`src/rtl/id_stage_reg_pkg.sv`:
```
// rtl/id_stage_reg_pkg.sv - shared ARM field widths, constants and ID/EXE register types
package id_stage_reg_pkg;

    localparam int PC_W       = 32;
    localparam int DATA_W     = 32;
    localparam int REG_ADDR_W = 4;
    localparam int EXE_CMD_W  = 4;
    localparam int SHIFT_OP_W = 12;
    localparam int IMM24_W    = 24;
    localparam int STATUS_W   = 4;

    localparam logic [EXE_CMD_W-1:0] EXE_CMD_NOP = 4'b0000;

    typedef enum logic {
        OCC_EMPTY = 1'b0,
        OCC_FULL  = 1'b1
    } occ_state_e;

    typedef struct packed {
        logic [PC_W-1:0]       pc;
        logic [DATA_W-1:0]     val_rn;
        logic [DATA_W-1:0]     val_rm;
        logic                  imm;
        logic [SHIFT_OP_W-1:0] shift_operand;
        logic [IMM24_W-1:0]    signed_imm24;
        logic [REG_ADDR_W-1:0] dest;
        logic [REG_ADDR_W-1:0] src1;
        logic [REG_ADDR_W-1:0] src2;
        logic [STATUS_W-1:0]   status;
    } id_data_t;

    // Controls that change architectural or memory state downstream.
    typedef struct packed {
        logic mem_r_en;
        logic mem_w_en;
        logic wb_en;
        logic b;
        logic s;
    } id_ctrl_t;

    function automatic id_ctrl_t gate_ctrl(input id_ctrl_t c, input logic valid);
        return valid ? c : '0;
    endfunction

endpackage

```
`src/rtl/id_stage_reg_if.sv`:
```
// rtl/id_stage_reg_if.sv - ID/EXE pipeline register bus: decoded fields in, registered fields out
interface id_stage_reg_if;
    import id_stage_reg_pkg::*;

    logic                  freeze;
    logic                  flush;

    logic [PC_W-1:0]       pc_in,              pc_out;
    logic [DATA_W-1:0]     val_rn_in,          val_rn_out;
    logic [DATA_W-1:0]     val_rm_in,          val_rm_out;
    logic                  imm_in,             imm_out;
    logic [SHIFT_OP_W-1:0] shift_operand_in,   shift_operand_out;
    logic [IMM24_W-1:0]    signed_imm24_in,    signed_imm24_out;
    logic [REG_ADDR_W-1:0] dest_in,            dest_out;
    logic [REG_ADDR_W-1:0] src1_in,            src1_out;
    logic [REG_ADDR_W-1:0] src2_in,            src2_out;
    logic [EXE_CMD_W-1:0]  exe_cmd_in,         exe_cmd_out;
    logic                  mem_r_en_in,        mem_r_en_out;
    logic                  mem_w_en_in,        mem_w_en_out;
    logic                  wb_en_in,           wb_en_out;
    logic                  b_in,               b_out;
    logic                  s_in,               s_out;
    logic [STATUS_W-1:0]   status_in,          status_out;
    logic                  valid_in,           valid_out;
    logic                  is_mem;

    modport master (
        output freeze, flush,
        output pc_in, val_rn_in, val_rm_in, imm_in, shift_operand_in, signed_imm24_in,
        output dest_in, src1_in, src2_in, exe_cmd_in, mem_r_en_in, mem_w_en_in,
        output wb_en_in, b_in, s_in, status_in, valid_in,
        input  pc_out, val_rn_out, val_rm_out, imm_out, shift_operand_out, signed_imm24_out,
        input  dest_out, src1_out, src2_out, exe_cmd_out, mem_r_en_out, mem_w_en_out,
        input  wb_en_out, b_out, s_out, status_out, valid_out, is_mem
    );

    modport slave (
        input  freeze, flush,
        input  pc_in, val_rn_in, val_rm_in, imm_in, shift_operand_in, signed_imm24_in,
        input  dest_in, src1_in, src2_in, exe_cmd_in, mem_r_en_in, mem_w_en_in,
        input  wb_en_in, b_in, s_in, status_in, valid_in,
        output pc_out, val_rn_out, val_rm_out, imm_out, shift_operand_out, signed_imm24_out,
        output dest_out, src1_out, src2_out, exe_cmd_out, mem_r_en_out, mem_w_en_out,
        output wb_en_out, b_out, s_out, status_out, valid_out, is_mem
    );

endinterface

```
`src/rtl/id_stage_reg_pipe_field_reg.sv`:
```
// rtl/id_stage_reg_pipe_field_reg.sv - parameterised pipeline field register with rst/clear/hold
module pipe_field_reg #(
    parameter int               WIDTH     = 1,
    parameter logic [WIDTH-1:0] CLEAR_VAL = '0
) (
    input  logic             clk,
    input  logic             rst,
    input  logic             clear_i,
    input  logic             hold_i,
    input  logic [WIDTH-1:0] d_i,
    output logic [WIDTH-1:0] q_o
);

    logic [WIDTH-1:0] field_q;

    // Clear beats hold so a squash always discards frozen contents.
    always_ff @(posedge clk) begin
        if (rst) begin
            field_q <= CLEAR_VAL;
        end else if (clear_i) begin
            field_q <= CLEAR_VAL;
        end else if (!hold_i) begin
            field_q <= d_i;
        end
    end

    assign q_o = field_q;

endmodule

```
`src/rtl/id_stage_reg.sv`:
```
// rtl/id_stage_reg.sv - ID/EXE pipeline register with flush/freeze and EMPTY/FULL occupancy
module id_stage_reg
    import id_stage_reg_pkg::*;
(
    input  logic          clk,
    input  logic          rst,
    id_stage_reg_if.slave bus
);

    id_data_t             data_d, data_q;
    id_ctrl_t             ctrl_d, ctrl_q;
    logic [EXE_CMD_W-1:0] cmd_q;
    occ_state_e           state_q;

    assign data_d = '{
        pc:            bus.pc_in,
        val_rn:        bus.val_rn_in,
        val_rm:        bus.val_rm_in,
        imm:           bus.imm_in,
        shift_operand: bus.shift_operand_in,
        signed_imm24:  bus.signed_imm24_in,
        dest:          bus.dest_in,
        src1:          bus.src1_in,
        src2:          bus.src2_in,
        status:        bus.status_in
    };

    // An invalid slot must never carry live side effects into EXE.
    assign ctrl_d = gate_ctrl('{
        mem_r_en: bus.mem_r_en_in,
        mem_w_en: bus.mem_w_en_in,
        wb_en:    bus.wb_en_in,
        b:        bus.b_in,
        s:        bus.s_in
    }, bus.valid_in);

    pipe_field_reg #(.WIDTH($bits(id_data_t))) u_data_reg (
        .clk     (clk),
        .rst     (rst),
        .clear_i (bus.flush),
        .hold_i  (bus.freeze),
        .d_i     (data_d),
        .q_o     (data_q)
    );

    pipe_field_reg #(.WIDTH($bits(id_ctrl_t))) u_ctrl_reg (
        .clk     (clk),
        .rst     (rst),
        .clear_i (bus.flush),
        .hold_i  (bus.freeze),
        .d_i     (ctrl_d),
        .q_o     (ctrl_q)
    );

    pipe_field_reg #(.WIDTH(EXE_CMD_W), .CLEAR_VAL(EXE_CMD_NOP)) u_cmd_reg (
        .clk     (clk),
        .rst     (rst),
        .clear_i (bus.flush),
        .hold_i  (bus.freeze),
        .d_i     (bus.exe_cmd_in),
        .q_o     (cmd_q)
    );

    always_ff @(posedge clk) begin
        if (rst || bus.flush) begin
            state_q <= OCC_EMPTY;
        end else if (!bus.freeze) begin
            case (state_q)
                OCC_EMPTY: if (bus.valid_in)  state_q <= OCC_FULL;
                OCC_FULL:  if (!bus.valid_in) state_q <= OCC_EMPTY;
                default:                      state_q <= OCC_EMPTY;
            endcase
        end
    end

    assign bus.pc_out            = data_q.pc;
    assign bus.val_rn_out        = data_q.val_rn;
    assign bus.val_rm_out        = data_q.val_rm;
    assign bus.imm_out           = data_q.imm;
    assign bus.shift_operand_out = data_q.shift_operand;
    assign bus.signed_imm24_out  = data_q.signed_imm24;
    assign bus.dest_out          = data_q.dest;
    assign bus.src1_out          = data_q.src1;
    assign bus.src2_out          = data_q.src2;
    assign bus.status_out        = data_q.status;
    assign bus.exe_cmd_out       = cmd_q;
    assign bus.mem_r_en_out      = ctrl_q.mem_r_en;
    assign bus.mem_w_en_out      = ctrl_q.mem_w_en;
    assign bus.wb_en_out         = ctrl_q.wb_en;
    assign bus.b_out             = ctrl_q.b;
    assign bus.s_out             = ctrl_q.s;
    assign bus.valid_out         = (state_q == OCC_FULL);
    assign bus.is_mem            = ctrl_q.mem_r_en | ctrl_q.mem_w_en;

endmodule

```
`src/flat_wrapper.sv`:
```
// flat-port wrapper written by rule: the top's interface ports become plain ports
module id_stage_reg_flat import id_stage_reg_pkg::*;
  (clk, rst, bus_freeze, bus_flush, bus_pc_in, bus_val_rn_in, bus_val_rm_in, bus_imm_in, bus_shift_operand_in, bus_signed_imm24_in, bus_dest_in, bus_src1_in, bus_src2_in, bus_exe_cmd_in, bus_mem_r_en_in, bus_mem_w_en_in, bus_wb_en_in, bus_b_in, bus_s_in, bus_status_in, bus_valid_in, bus_pc_out, bus_val_rn_out, bus_val_rm_out, bus_imm_out, bus_shift_operand_out, bus_signed_imm24_out, bus_dest_out, bus_src1_out, bus_src2_out, bus_exe_cmd_out, bus_mem_r_en_out, bus_mem_w_en_out, bus_wb_en_out, bus_b_out, bus_s_out, bus_status_out, bus_valid_out, bus_is_mem);
  id_stage_reg_if bus_i ();
  input  logic clk;
  input  logic rst;
  input wire logic [$bits(bus_i.freeze)-1:0] bus_freeze;
  input wire logic [$bits(bus_i.flush)-1:0] bus_flush;
  input wire logic [$bits(bus_i.pc_in)-1:0] bus_pc_in;
  input wire logic [$bits(bus_i.val_rn_in)-1:0] bus_val_rn_in;
  input wire logic [$bits(bus_i.val_rm_in)-1:0] bus_val_rm_in;
  input wire logic [$bits(bus_i.imm_in)-1:0] bus_imm_in;
  input wire logic [$bits(bus_i.shift_operand_in)-1:0] bus_shift_operand_in;
  input wire logic [$bits(bus_i.signed_imm24_in)-1:0] bus_signed_imm24_in;
  input wire logic [$bits(bus_i.dest_in)-1:0] bus_dest_in;
  input wire logic [$bits(bus_i.src1_in)-1:0] bus_src1_in;
  input wire logic [$bits(bus_i.src2_in)-1:0] bus_src2_in;
  input wire logic [$bits(bus_i.exe_cmd_in)-1:0] bus_exe_cmd_in;
  input wire logic [$bits(bus_i.mem_r_en_in)-1:0] bus_mem_r_en_in;
  input wire logic [$bits(bus_i.mem_w_en_in)-1:0] bus_mem_w_en_in;
  input wire logic [$bits(bus_i.wb_en_in)-1:0] bus_wb_en_in;
  input wire logic [$bits(bus_i.b_in)-1:0] bus_b_in;
  input wire logic [$bits(bus_i.s_in)-1:0] bus_s_in;
  input wire logic [$bits(bus_i.status_in)-1:0] bus_status_in;
  input wire logic [$bits(bus_i.valid_in)-1:0] bus_valid_in;
  output wire logic [$bits(bus_i.pc_out)-1:0] bus_pc_out;
  output wire logic [$bits(bus_i.val_rn_out)-1:0] bus_val_rn_out;
  output wire logic [$bits(bus_i.val_rm_out)-1:0] bus_val_rm_out;
  output wire logic [$bits(bus_i.imm_out)-1:0] bus_imm_out;
  output wire logic [$bits(bus_i.shift_operand_out)-1:0] bus_shift_operand_out;
  output wire logic [$bits(bus_i.signed_imm24_out)-1:0] bus_signed_imm24_out;
  output wire logic [$bits(bus_i.dest_out)-1:0] bus_dest_out;
  output wire logic [$bits(bus_i.src1_out)-1:0] bus_src1_out;
  output wire logic [$bits(bus_i.src2_out)-1:0] bus_src2_out;
  output wire logic [$bits(bus_i.exe_cmd_out)-1:0] bus_exe_cmd_out;
  output wire logic [$bits(bus_i.mem_r_en_out)-1:0] bus_mem_r_en_out;
  output wire logic [$bits(bus_i.mem_w_en_out)-1:0] bus_mem_w_en_out;
  output wire logic [$bits(bus_i.wb_en_out)-1:0] bus_wb_en_out;
  output wire logic [$bits(bus_i.b_out)-1:0] bus_b_out;
  output wire logic [$bits(bus_i.s_out)-1:0] bus_s_out;
  output wire logic [$bits(bus_i.status_out)-1:0] bus_status_out;
  output wire logic [$bits(bus_i.valid_out)-1:0] bus_valid_out;
  output wire logic [$bits(bus_i.is_mem)-1:0] bus_is_mem;
  assign bus_i.freeze = bus_freeze;
  assign bus_i.flush = bus_flush;
  assign bus_i.pc_in = bus_pc_in;
  assign bus_i.val_rn_in = bus_val_rn_in;
  assign bus_i.val_rm_in = bus_val_rm_in;
  assign bus_i.imm_in = bus_imm_in;
  assign bus_i.shift_operand_in = bus_shift_operand_in;
  assign bus_i.signed_imm24_in = bus_signed_imm24_in;
  assign bus_i.dest_in = bus_dest_in;
  assign bus_i.src1_in = bus_src1_in;
  assign bus_i.src2_in = bus_src2_in;
  assign bus_i.exe_cmd_in = bus_exe_cmd_in;
  assign bus_i.mem_r_en_in = bus_mem_r_en_in;
  assign bus_i.mem_w_en_in = bus_mem_w_en_in;
  assign bus_i.wb_en_in = bus_wb_en_in;
  assign bus_i.b_in = bus_b_in;
  assign bus_i.s_in = bus_s_in;
  assign bus_i.status_in = bus_status_in;
  assign bus_i.valid_in = bus_valid_in;
  assign bus_pc_out = bus_i.pc_out;
  assign bus_val_rn_out = bus_i.val_rn_out;
  assign bus_val_rm_out = bus_i.val_rm_out;
  assign bus_imm_out = bus_i.imm_out;
  assign bus_shift_operand_out = bus_i.shift_operand_out;
  assign bus_signed_imm24_out = bus_i.signed_imm24_out;
  assign bus_dest_out = bus_i.dest_out;
  assign bus_src1_out = bus_i.src1_out;
  assign bus_src2_out = bus_i.src2_out;
  assign bus_exe_cmd_out = bus_i.exe_cmd_out;
  assign bus_mem_r_en_out = bus_i.mem_r_en_out;
  assign bus_mem_w_en_out = bus_i.mem_w_en_out;
  assign bus_wb_en_out = bus_i.wb_en_out;
  assign bus_b_out = bus_i.b_out;
  assign bus_s_out = bus_i.s_out;
  assign bus_status_out = bus_i.status_out;
  assign bus_valid_out = bus_i.valid_out;
  assign bus_is_mem = bus_i.is_mem;
  id_stage_reg u_core (.clk(clk), .rst(rst), .bus(bus_i));
endmodule
```
`config.mk`:
```
export PLATFORM = sky130hd
export DESIGN_NAME = id_stage_reg_flat
export DESIGN_NICKNAME = d
export VERILOG_FILES = /design/src/rtl/id_stage_reg_pkg.sv /design/src/rtl/id_stage_reg_if.sv /design/src/rtl/id_stage_reg_pipe_field_reg.sv /design/src/rtl/id_stage_reg.sv /design/src/flat_wrapper.sv
export SDC_FILE = /design/constraint.sdc
export NUM_CORES = 1
export LEC_CHECK = 0
export CORE_ASPECT_RATIO = 1.75
export CORE_MARGIN = 2
export CORE_UTILIZATION = 30
export DETAILED_ROUTE_END_ITERATION = 12
export GPL_TIMING_DRIVEN = 0
export PLACE_DENSITY = 0.7
export SLEW_MARGIN = 30
export SYNTH_ARGS = -nofsm -noshare
export SYNTH_HDL_FRONTEND = slang
export SYNTH_SLANG_ARGS = --single-unit
```
`constraint.sdc`:
```
create_clock -name clk -period 1 [get_ports clk]
set_clock_uncertainty 0.05 [all_clocks]
set_input_delay 0.2 -clock clk [delete_from_list [all_inputs] [get_ports clk]]
set_output_delay 0.2 -clock clk [all_outputs]
set_load 0.01 [all_outputs]
```
==> flow_summary_export.csv, run 1 <==
group,metric,value,unit
clocking,clock-sinks,159,
status,outcome,"finished, violations left",
synth,syn_inst,520,
hold_path,min_path_cells,3,
placed_design,io_buffers,321,
critical_path,path_class,"register to output port",
hold_path,min_path_type,"input port to register",
clocking,clkTransAtPathRegs,60,ps
synth,async_reset_ff_share,0,%
global_routing,grtUsageTotal,17.7,%
timing,fmax,745,MHz
timing,slew_viol_final,0,
timing,grt_setup_unrepaired,"yes",
placed_design,dp_cells,1079,
floorplanning,core,18700,sq um
clocking,cts_tree,"built",
floorplanning,pin_count,323,
floorplanning,start_util,30.7,%
detailed_routing,drtAntennaViolNets,0,
critical_path,critPathMaxStageDelay,330,ps
critical_path,worstPathArrival,1090,ps
synth,seq_area_frac_synth,55.5,%
placed_design,hpwl,13.5,mm
timing,min_period,1340,ps
finish,n_fill_cell,1644,
synth,avgSynthCellArea,11.0,sq um
status,violations,"negative setup slack",
power_and_ir_drop,powerDensity,1480,nW/um^2
synth,ys.flop_type,"dfxtp_1",
detailed_routing,routed_wl,18.0,mm
detailed_routing,avgRoutedWirePerCell,16.0,um
critical_path,r2r_setup_slack,190,ps
global_routing,grt_pass1_wl,27.2,mm
finish,drive_gt1_share,45.3,%
floorplanning,fp.dieW,109,um
clocking,clock_path_buffers,2,
floorplanning,dieArea,20300,sq um
power_and_ir_drop,leakagePower,4.69,nW
floorplanning,die_y,187,um
critical_path,worst_setup_path_end_kind,"output port",
global_routing,grt_max_degree,17,
timing,setup_violations,160,
placed_design,globalplace.congestion,0.799,
power_and_ir_drop,total_power,0.0155,W
critical_path,reg2reg_to,"u_core.u_data_reg.q_o[142]$_SDFFE_PP0N_",
clocking,clk_latency,410,ps
synth,synth-edff-count,0,
synth,synth_top_area_cell,"dfxtp_1",
detailed_routing,drt_pre_antenna_iters,4,
critical_path,r2r_start,"u_core.u_data_reg.q_o[142]$_SDFFE_PP0N_",
critical_path,cp_cell_sequence,"or2_4 -> buf_6",
global_routing,first_global_vias,4970,
critical_path,start_kind,"register",
critical_path,worstRegToRegCells,3,
finish,syn_to_final_growth,81.6,%
synth,post-synth-top-count-cell,"dfxtp_1",
synth,yosys_warnings,0,
clocking,numCtsBuffers,17,
global_routing,antenna_found_initial,1,
detailed_routing,remaining_drc_errors,0,
clocking,clock-root-buffer,"clkbuf_16",
clocking,cts_hold_buf,0,
hold_path,hold_path_end,"u_core.u_ctrl_reg.q_o[3]$_SDFFE_PP0N_",
timing,holdWs,142,ps
synth,synth_top_area_share,55.5,%
synth,synthDistinctLibCells,14,
synth,ys_seq_elements,159,
floorplanning,fp-row-count,66,
clocking,htree_levels,4,
global_routing,grt-ovfl-total,0,
hold_path,hp-start,"bus_freeze",
critical_path,critPathBufInv,1,
detailed_routing,drt_iter0_markers,87,
timing,slew_headroom,78.4,%
detailed_routing,num_vias,4861,
critical_path,critPathTopFamily,"flip-flops",
timing,setup_ws,-343,ps
timing,finalCritPeriodShare,134,%
synth,synth_common_cells,"dfxtp_1 (159), mux2i_1 (154), nor2_1 (154)",
power_and_ir_drop,max-vdd-ir-drop,1.07,mV
finish,finalNonFillerCells,1122,
detailed_routing,vias_per_cell,4.33,
synth,syn-cell-area,5730,sq um
critical_path,worst-path-max-fanout,3,
flow_run,maxCapViolCount,0,
timing,setup_tns,-17140,ps
critical_path,worst_ep_required_time,750,ps
timing,tightest_slew,324,ps
critical_path,slowest_stage,"dfxtp_2",
finish,fin_nets,1035,
synth,syn_nets,683,
timing,hold_viol,0,
synth,yosys-top-cells-area,"dfxtp_1 (56%), mux2i_1 (27%), nor2_1 (10%)",
[where the power goes]
group | switching [W] | internal [W]
sequential | 0.000141 | 0.00658
clock | 0.00264 | 0.00394
combinational | 0.000767 | 0.00139
[area by class of cell]
cell class              instances  area, sq um  area share [%]
diodes                          1         2.50          0.0240
plain buffers                  36          377            3.62
clock buffers                  18          439            4.22
clock inverters                12          145            1.39
multi-input cells             325         2230            21.4
flip-flops and latches        159         3380            32.5
well taps                     238          298            2.86
repair buffers                333         3540            34.0
[worst max-delay path by stage]
stage          cells past startpoint                                      end  slack [ps]                                   from
2_1_floorplan                      5   u_core.u_data_reg.q_o[43]$_SDFFE_PP0N_           2                              bus_flush
3_3_place_gp                       5  u_core.u_data_reg.q_o[148]$_SDFFE_PP0N_        -620                              bus_flush
3_5_place_dp                       5   u_core.u_data_reg.q_o[11]$_SDFFE_PP0N_        -660                              bus_flush
4_1_cts                            2                               bus_is_mem        -360  u_core.u_ctrl_reg.q_o[3]$_SDFFE_PP0N_
5_1_grt                            2                               bus_is_mem        -370  u_core.u_ctrl_reg.q_o[4]$_SDFFE_PP0N_
6_report                           2                               bus_is_mem        -340  u_core.u_ctrl_reg.q_o[4]$_SDFFE_PP0N_
[kinds of logic (layout without fill, tap and decap cells)]
logic type	Yosys count	count (layout)	synth area share (%)
AND/OR/NAND/NOR	166	166	11.3
AO/OA/AOI/OAI	5	5	0.436
buffers and inverters	36	399	5.87
flip-flops	159	159	55.5
multiplexers	154	154	26.9
other	0	1	0
[layout by cell type, fill, tap and decap left out, types with 2 or more instances in the layout]
cell type        count
a21oi_1              5
buf_4               20
nand3b_1             5
clkbuf_8             5
clkinvlp_4           4
buf_8               10
clkdlybuf4s50_1    159
nor2_1             152
dlygate4sd2_1        2
buf_2                7
mux2i_1            154
clkbuf_16           17
dfxtp_2            159
buf_6              164
bufinv_16            3
buf_16               2
clkinv_2             5
nand2_1              5
[worst reg2reg max path: cells and delay by family (launching register included)]
kind	cells	cell delay, ps
buffers and inverters	1	130
multiplexers	1	150
AND/OR/NAND/NOR	1	50
flip-flops	1	330
[flip-flops by register name, summed over array words and instances, names as in the netlist]
register,count
u_core.bus.valid_out,1
u_core.u_data_reg.q_o,149
u_core.u_cmd_reg.q_o,4
u_core.u_ctrl_reg.q_o,5
[per-layer routing]
layer	track usage (%)	routed length, um
met3	5.12	1180
met4	7.59	448
met5	0	0
met2	33.1	9870
met1	17.5	6500
[stage by stage]
| stage | util, % | worst slack [ps] | area [sq um] |
|---|---|---|---|
| after global placement | 49.5 | -624 | 9240 |
| after floorplan | - | 1.54 | 5730 |
| final | 55.8 | -343 | 10400 |
| after detailed placement | 49.5 | -659 | 9240 |
| after CTS | 55.6 | -362 | 10400 |
| after global routing | 55.8 | -371 | 10400 |
[repair_timing]
action / 4_1_cts / 5_1_grt
gates resized for setup: 990 / 4
endpoints found under the setup margin: 310 / 161
gates cloned: 2 / 0
pin swaps: 3 / 0
setup buffers: 6 / 4
No activity file was read; power rests on OpenSTA's default activity.
==> run 2, diff against run 1 <==
--- a/config.mk
+++ b/config.mk
@@ -5,12 +5,13 @@
 export SDC_FILE = /design/constraint.sdc
 export NUM_CORES = 1
 export LEC_CHECK = 0
+export ABC_AREA = 0
 export CORE_ASPECT_RATIO = 1.75
 export CORE_MARGIN = 2
 export CORE_UTILIZATION = 30
 export DETAILED_ROUTE_END_ITERATION = 12
 export GPL_TIMING_DRIVEN = 0
-export PLACE_DENSITY = 0.7
+export PLACE_DENSITY = 0.68
 export SLEW_MARGIN = 30
 export SYNTH_ARGS = -nofsm -noshare
 export SYNTH_HDL_FRONTEND = slang
==> flow_summary_export.csv, run 2 (synthesis gave the netlist of run 1 again) <==
group,metric,value,unit
clocking,clock-sinks,159,
finish,layout_common_cells,"buf_6 (162), clkdlybuf4s50_1 (159), dfxtp_2 (158), mux2i_1 (154), nor2_1 (149)",
detailed_routing,avgRoutedWirePerCell,16.3,um
critical_path,path_class,"register to output port",
flow_run,maxCapViolCount,0,
timing,slew_headroom,78.0,%
power_and_ir_drop,total_power,0.0158,W
detailed_routing,remaining_drc_errors,0,
detailed_routing,vias_per_cell,4.32,
global_routing,antenna_found_initial,0,
global_routing,grt_pass1_wl,27.4,mm
detailed_routing,num_vias,4855,
clocking,clk_latency,410,ps
finish,final_common_cell,"buf_6",
clocking,htree_levels,4,
timing,tightest_slew,329,ps
clocking,clkTransAtPathRegs,70,ps
critical_path,worst-path-max-fanout,2,
detailed_routing,drt_pre_antenna_iters,5,
status,outcome,"finished, violations left",
critical_path,worst_ep_required_time,750,ps
timing,setup_violations,160,
power_and_ir_drop,p_switching,0.00362,W
power_and_ir_drop,swShare,22.8,%
power_and_ir_drop,clkPwrFrac,44.0,%
timing,grt_setup_unrepaired,"yes",
power_and_ir_drop,sequentialPowerShare,42.4,%
global_routing,grtUsageTotal,17.9,%
hold_path,min_path_type,"input port to register",
finish,utilization,56.0,%
floorplanning,fp.dieW,109,um
placed_design,io_buffers,321,
finish,final_area,10400,sq um
power_and_ir_drop,p_comb_share,13.6,%
placed_design,hpwl,13.9,mm
timing,fmax,744,MHz
clocking,numCtsBuffers,17,
power_and_ir_drop,max-vdd-ir-drop,0.815,mV
clocking,clock_path_buffers,2,
finish,diodes,0,
power_and_ir_drop,powerDensity,1520,nW/um^2
floorplanning,fp-row-count,66,
floorplanning,start_util,30.7,%
floorplanning,dieArea,20300,sq um
floorplanning,die_y,187,um
timing,min_period,1340,ps
placed_design,dp_cells,1079,
placed_design,pre_cts_ws,-645,ps
detailed_routing,drt_iter0_markers,63,
timing,hold_viol,0,
global_routing,first_global_vias,4915,
critical_path,worst_setup_path_end_kind,"output port",
status,violations,"negative setup slack",
floorplanning,core,18700,sq um
detailed_routing,drtAntennaViolNets,0,
global_routing,grt_max_degree,17,
power_and_ir_drop,leakagePower,4.71,nW
timing,setup_ws,-344,ps
placed_design,globalplace.congestion,0.802,
global_routing,grt-ovfl-total,0,
placed_design,dpl-instance-area,9240,sq um
finish,drive_gt1_share,45.6,%
critical_path,start_kind,"register",
floorplanning,pin_count,323,
finish,fin_nets,1036,
finish,syn_to_final_growth,82.3,%
critical_path,worstPathArrival,1090,ps
clocking,cts_tree,"built",
timing,slew_viol_final,0,
finish,largest_reg_flops,149,
clocking,clock-root-buffer,"clkbuf_16",
power_and_ir_drop,p_int,0.0122,W
detailed_routing,routed_wl,18.3,mm
finish,finalNonFillerCells,1124,
timing,finalCritPeriodShare,134,%
==> run 2: power by group through the flow <==
stage	Sequential [W]	Combinational (W)	Clock, W
2_1_floorplan	0.00688	0.000752	0
3_3_place_gp	0.00677	0.00206	0
3_5_place_dp	0.00678	0.00207	0
4_1_cts	0.00672	0.00217	0.00716
5_1_grt	0.00674	0.00231	0.00742
6_report	0.00672	0.00215	0.00697
==> run 2: area by class of cell <==
cell class | count | area (sq um)
plain buffers | 36 | 363
fillers | 1617 | 8210
well taps | 238 | 298
multi-input cells | 325 | 2230
flip-flops and latches | 159 | 3380
repair buffers | 334 | 3540
clock inverters | 13 | 189
clock buffers | 19 | 443
==> run 2: path summary, 6_finish.rpt <==
path / from / end / slack [ps] / cells after the start
worst max-delay path: u_core.u_ctrl_reg.q_o[3]$_SDFFE_PP0N_ / bus_is_mem / -340 / 2
worst min-delay path: bus_freeze / u_core.u_ctrl_reg.q_o[3]$_SDFFE_PP0N_ / 150 / 3
worst min register to register: u_core.u_ctrl_reg.q_o[1]$_SDFFE_PP0N_ / u_core.u_ctrl_reg.q_o[1]$_SDFFE_PP0N_ / 420 / 2
worst max register to register: u_core.u_data_reg.q_o[63]$_SDFFE_PP0N_ / u_core.u_data_reg.q_o[63]$_SDFFE_PP0N_ / 200 / 3
==> run 2: what timing repair did <==
action,4_1_cts,5_1_grt
pin swaps,3,0
endpoints found under the setup margin,310,167
cloned,2,0
hold buffers,0,0
gates resized for setup,989,9
setup buffers,4,7
==> run 2: critical path: stages (launching register included) <==
cell	delay (ps)
dfxtp_2	320
or2_4	240
buf_6	120
==> run 2: per-stage QoR <==
step / hold slack, ps / TNS, ps
after floorplan: 294 / 0
after global placement: 403 / -99140
after detailed placement: 408 / -102730
after CTS: 131 / -22110
after global routing: 166 / -22720
final: 148 / -17120
==> run 2: metal layers <==
layer | track usage, % | vias to the layer above | part of all wire (%)
met2 | 34.6 | 190 | 56
met5 | 0 | - | 0
met4 | 8.14 | 0 | 2.9
li1 | - | 2429 | -
met3 | 4.91 | 31 | 7.1
met1 | 16.8 | 2205 | 34
==> run 3, diff against run 2 <==
--- a/config.mk
+++ b/config.mk
@@ -11,7 +11,7 @@
 export CORE_UTILIZATION = 30
 export DETAILED_ROUTE_END_ITERATION = 12
 export GPL_TIMING_DRIVEN = 0
-export PLACE_DENSITY = 0.68
+export PLACE_DENSITY = 0.65
 export SLEW_MARGIN = 30
 export SYNTH_ARGS = -nofsm -noshare
 export SYNTH_HDL_FRONTEND = slang
==> constraint.sdc (replaced) <==
create_clock -name clk -period 1.7 [get_ports clk]
set_clock_uncertainty 0.05 [all_clocks]
set_input_delay 0.34 -clock clk [delete_from_list [all_inputs] [get_ports clk]]
set_output_delay 0.34 -clock clk [all_outputs]
set_load 0.01 [all_outputs]
==> flow_summary_export.csv, run 3 (synthesis gave the netlist of run 1 again) <==
group,metric,value,unit
floorplanning,pin_count,323,
detailed_routing,vias_per_cell,4.31,
placed_design,dp_cells,1079,
critical_path,worst-path-max-fanout,2,
finish,drive_gt1_share,7.45,%
placed_design,globalplace.congestion,0.778,
critical_path,start_kind,"register",
floorplanning,fp-row-count,66,
placed_design,io_buffers,321,
floorplanning,fp.dieW,109,um
critical_path,startpoint,"u_core.u_data_reg.q_o[11]$_SDFFE_PP0N_",
floorplanning,start_util,30.7,%
timing,slew_headroom,65.6,%
critical_path,critPathMaxStageDelay,540,ps
global_routing,grt-ovfl-total,0,
detailed_routing,remaining_drc_errors,0,
finish,final_area,9870,sq um
floorplanning,dieArea,20300,sq um
timing,finalCritPeriodShare,97.8,%
critical_path,slowest_stage,"clkdlybuf4s50_1",
global_routing,grtUsageTotal,17.2,%
detailed_routing,avgRoutedWirePerCell,15.8,um
timing,setup_tns,0,ps
finish,diodes,0,
finish,finalNonFillerCells,1110,
power_and_ir_drop,powerDensity,902,nW/um^2
critical_path,path_class,"register to output port",
detailed_routing,num_vias,4789,
detailed_routing,routed_wl,17.6,mm
clocking,clock-sinks,159,
detailed_routing,drt_iter0_markers,70,
critical_path,worst_ep_required_time,1310,ps
power_and_ir_drop,p_comb_share,12.8,%
critical_path,cp_cell_sequence,"clkdlybuf4s50_1",
finish,fin_nets,1023,
global_routing,grt_pass1_wl,26.6,mm
clocking,clk_latency,400,ps
power_and_ir_drop,max-vdd-ir-drop,0.743,mV
timing,setup_ws,37.2,ps
global_routing,grt_max_degree,17,
critical_path,critPathTopFamily,"buffers and inverters",
hold_path,hp-start,"bus_freeze",
power_and_ir_drop,p_int,0.00668,W
clocking,clock-root-buffer,"clkbuf_16",
global_routing,antenna_found_initial,0,
finish,utilization,52.9,%
power_and_ir_drop,leakagePower,5.59,nW
hold_path,min_path_type,"input port to register",
flow_run,maxCapViolCount,0,
power_and_ir_drop,p_switching,0.00223,W
clocking,clkTransAtPathRegs,60,ps
finish,layout_common_cells,"clkdlybuf4s50_1 (167), dfxtp_1 (159), mux2i_1 (154), nor2_1 (154), dlygate4sd2_1 (89)",
critical_path,worst_setup_path_end_kind,"output port",
status,outcome,"completed",
global_routing,first_global_vias,4847,
critical_path,worstPathArrival,1270,ps
placed_design,pre_cts_ws,-125,ps
floorplanning,core,18700,sq um
power_and_ir_drop,swShare,25.0,%
timing,fmax,601,MHz
timing,setup_violations,0,
placed_design,dpl-instance-area,9240,sq um
clocking,cts_setup_buffers,0,
timing,tightest_slew,516,ps
timing,min_period,1660,ps
timing,slew_viol_final,0,
detailed_routing,drtAntennaViolNets,0,
finish,final_common_cell,"clkdlybuf4s50_1",
floorplanning,die_y,187,um
timing,hold_viol,0,
placed_design,hpwl,13.5,mm
power_and_ir_drop,clkPwrFrac,43.3,%
critical_path,critPathBufInv,1,
power_and_ir_drop,sequentialPowerShare,43.8,%
detailed_routing,drt_pre_antenna_iters,4,
timing,grt_setup_unrepaired,"no",
clocking,clock_path_buffers,2,
clocking,numCtsBuffers,17,
clocking,htree_levels,4,
finish,syn_to_final_growth,72.2,%
critical_path,r2r_start,"u_core.u_data_reg.q_o[16]$_SDFFE_PP0N_",
clocking,cts_tree,"built",
finish,largest_reg_flops,149,
-- run 3: per-layer routing --
layer / vias up / global-route usage, % / routed length (um)
li1: 2399 / - / -
met1: 2197 / 16.4 / 6030
met3: 9 / 5.33 / 1300
met5: - / 0 / 0
met4: 0 / 4.54 / 229
met2: 184 / 34.0 / 10000
-- run 3: final timing paths --
path	slack [ps]	end	depth (start not counted)
worst max-delay path	40	bus_src1_out[3]	1
worst min-delay path	320	u_core.u_ctrl_reg.q_o[3]$_SDFFE_PP0N_	3
worst max register to register	1020	u_core.u_data_reg.q_o[16]$_SDFFE_PP0N_	2
worst min register to register	420	u_core.u_ctrl_reg.q_o[2]$_SDFFE_PP0N_	2
-- run 3: area by class of cell --
class,instances,area (sq um)
Fill cell,1741,8790
Timing Repair Buffer,321,3260
Sequential cell,159,3180
Multi-Input combinational cell,325,2210
Clock buffer,18,439
Buffer,36,337
Tap cell,238,298
Clock inverter,13,144
-- run 3: power groups by stage --
stage          Combinational (W)  Sequential [W]  Clock [W]
3_3_place_gp             0.00121         0.00399          0
2_1_floorplan           0.000442         0.00405          0
3_5_place_dp             0.00122         0.00399          0
4_1_cts                  0.00117         0.00390    0.00398
6_report                 0.00114         0.00390    0.00386
5_1_grt                  0.00123         0.00392    0.00411
-- run 3: what timing repair did --
action / 4_1_cts / 5_1_grt
hold buffers: 0 / 0
setup endpoints to repair: 90 / 65
gates resized for setup: 91 / 65
-- run 3: per-stage QoR --
stage	hold slack, ps	power, W
2_1_floorplan	433	0.00449
3_3_place_gp	400	0.00520
3_5_place_dp	417	0.00521
4_1_cts	327	0.00906
5_1_grt	329	0.00926
6_report	324	0.00890
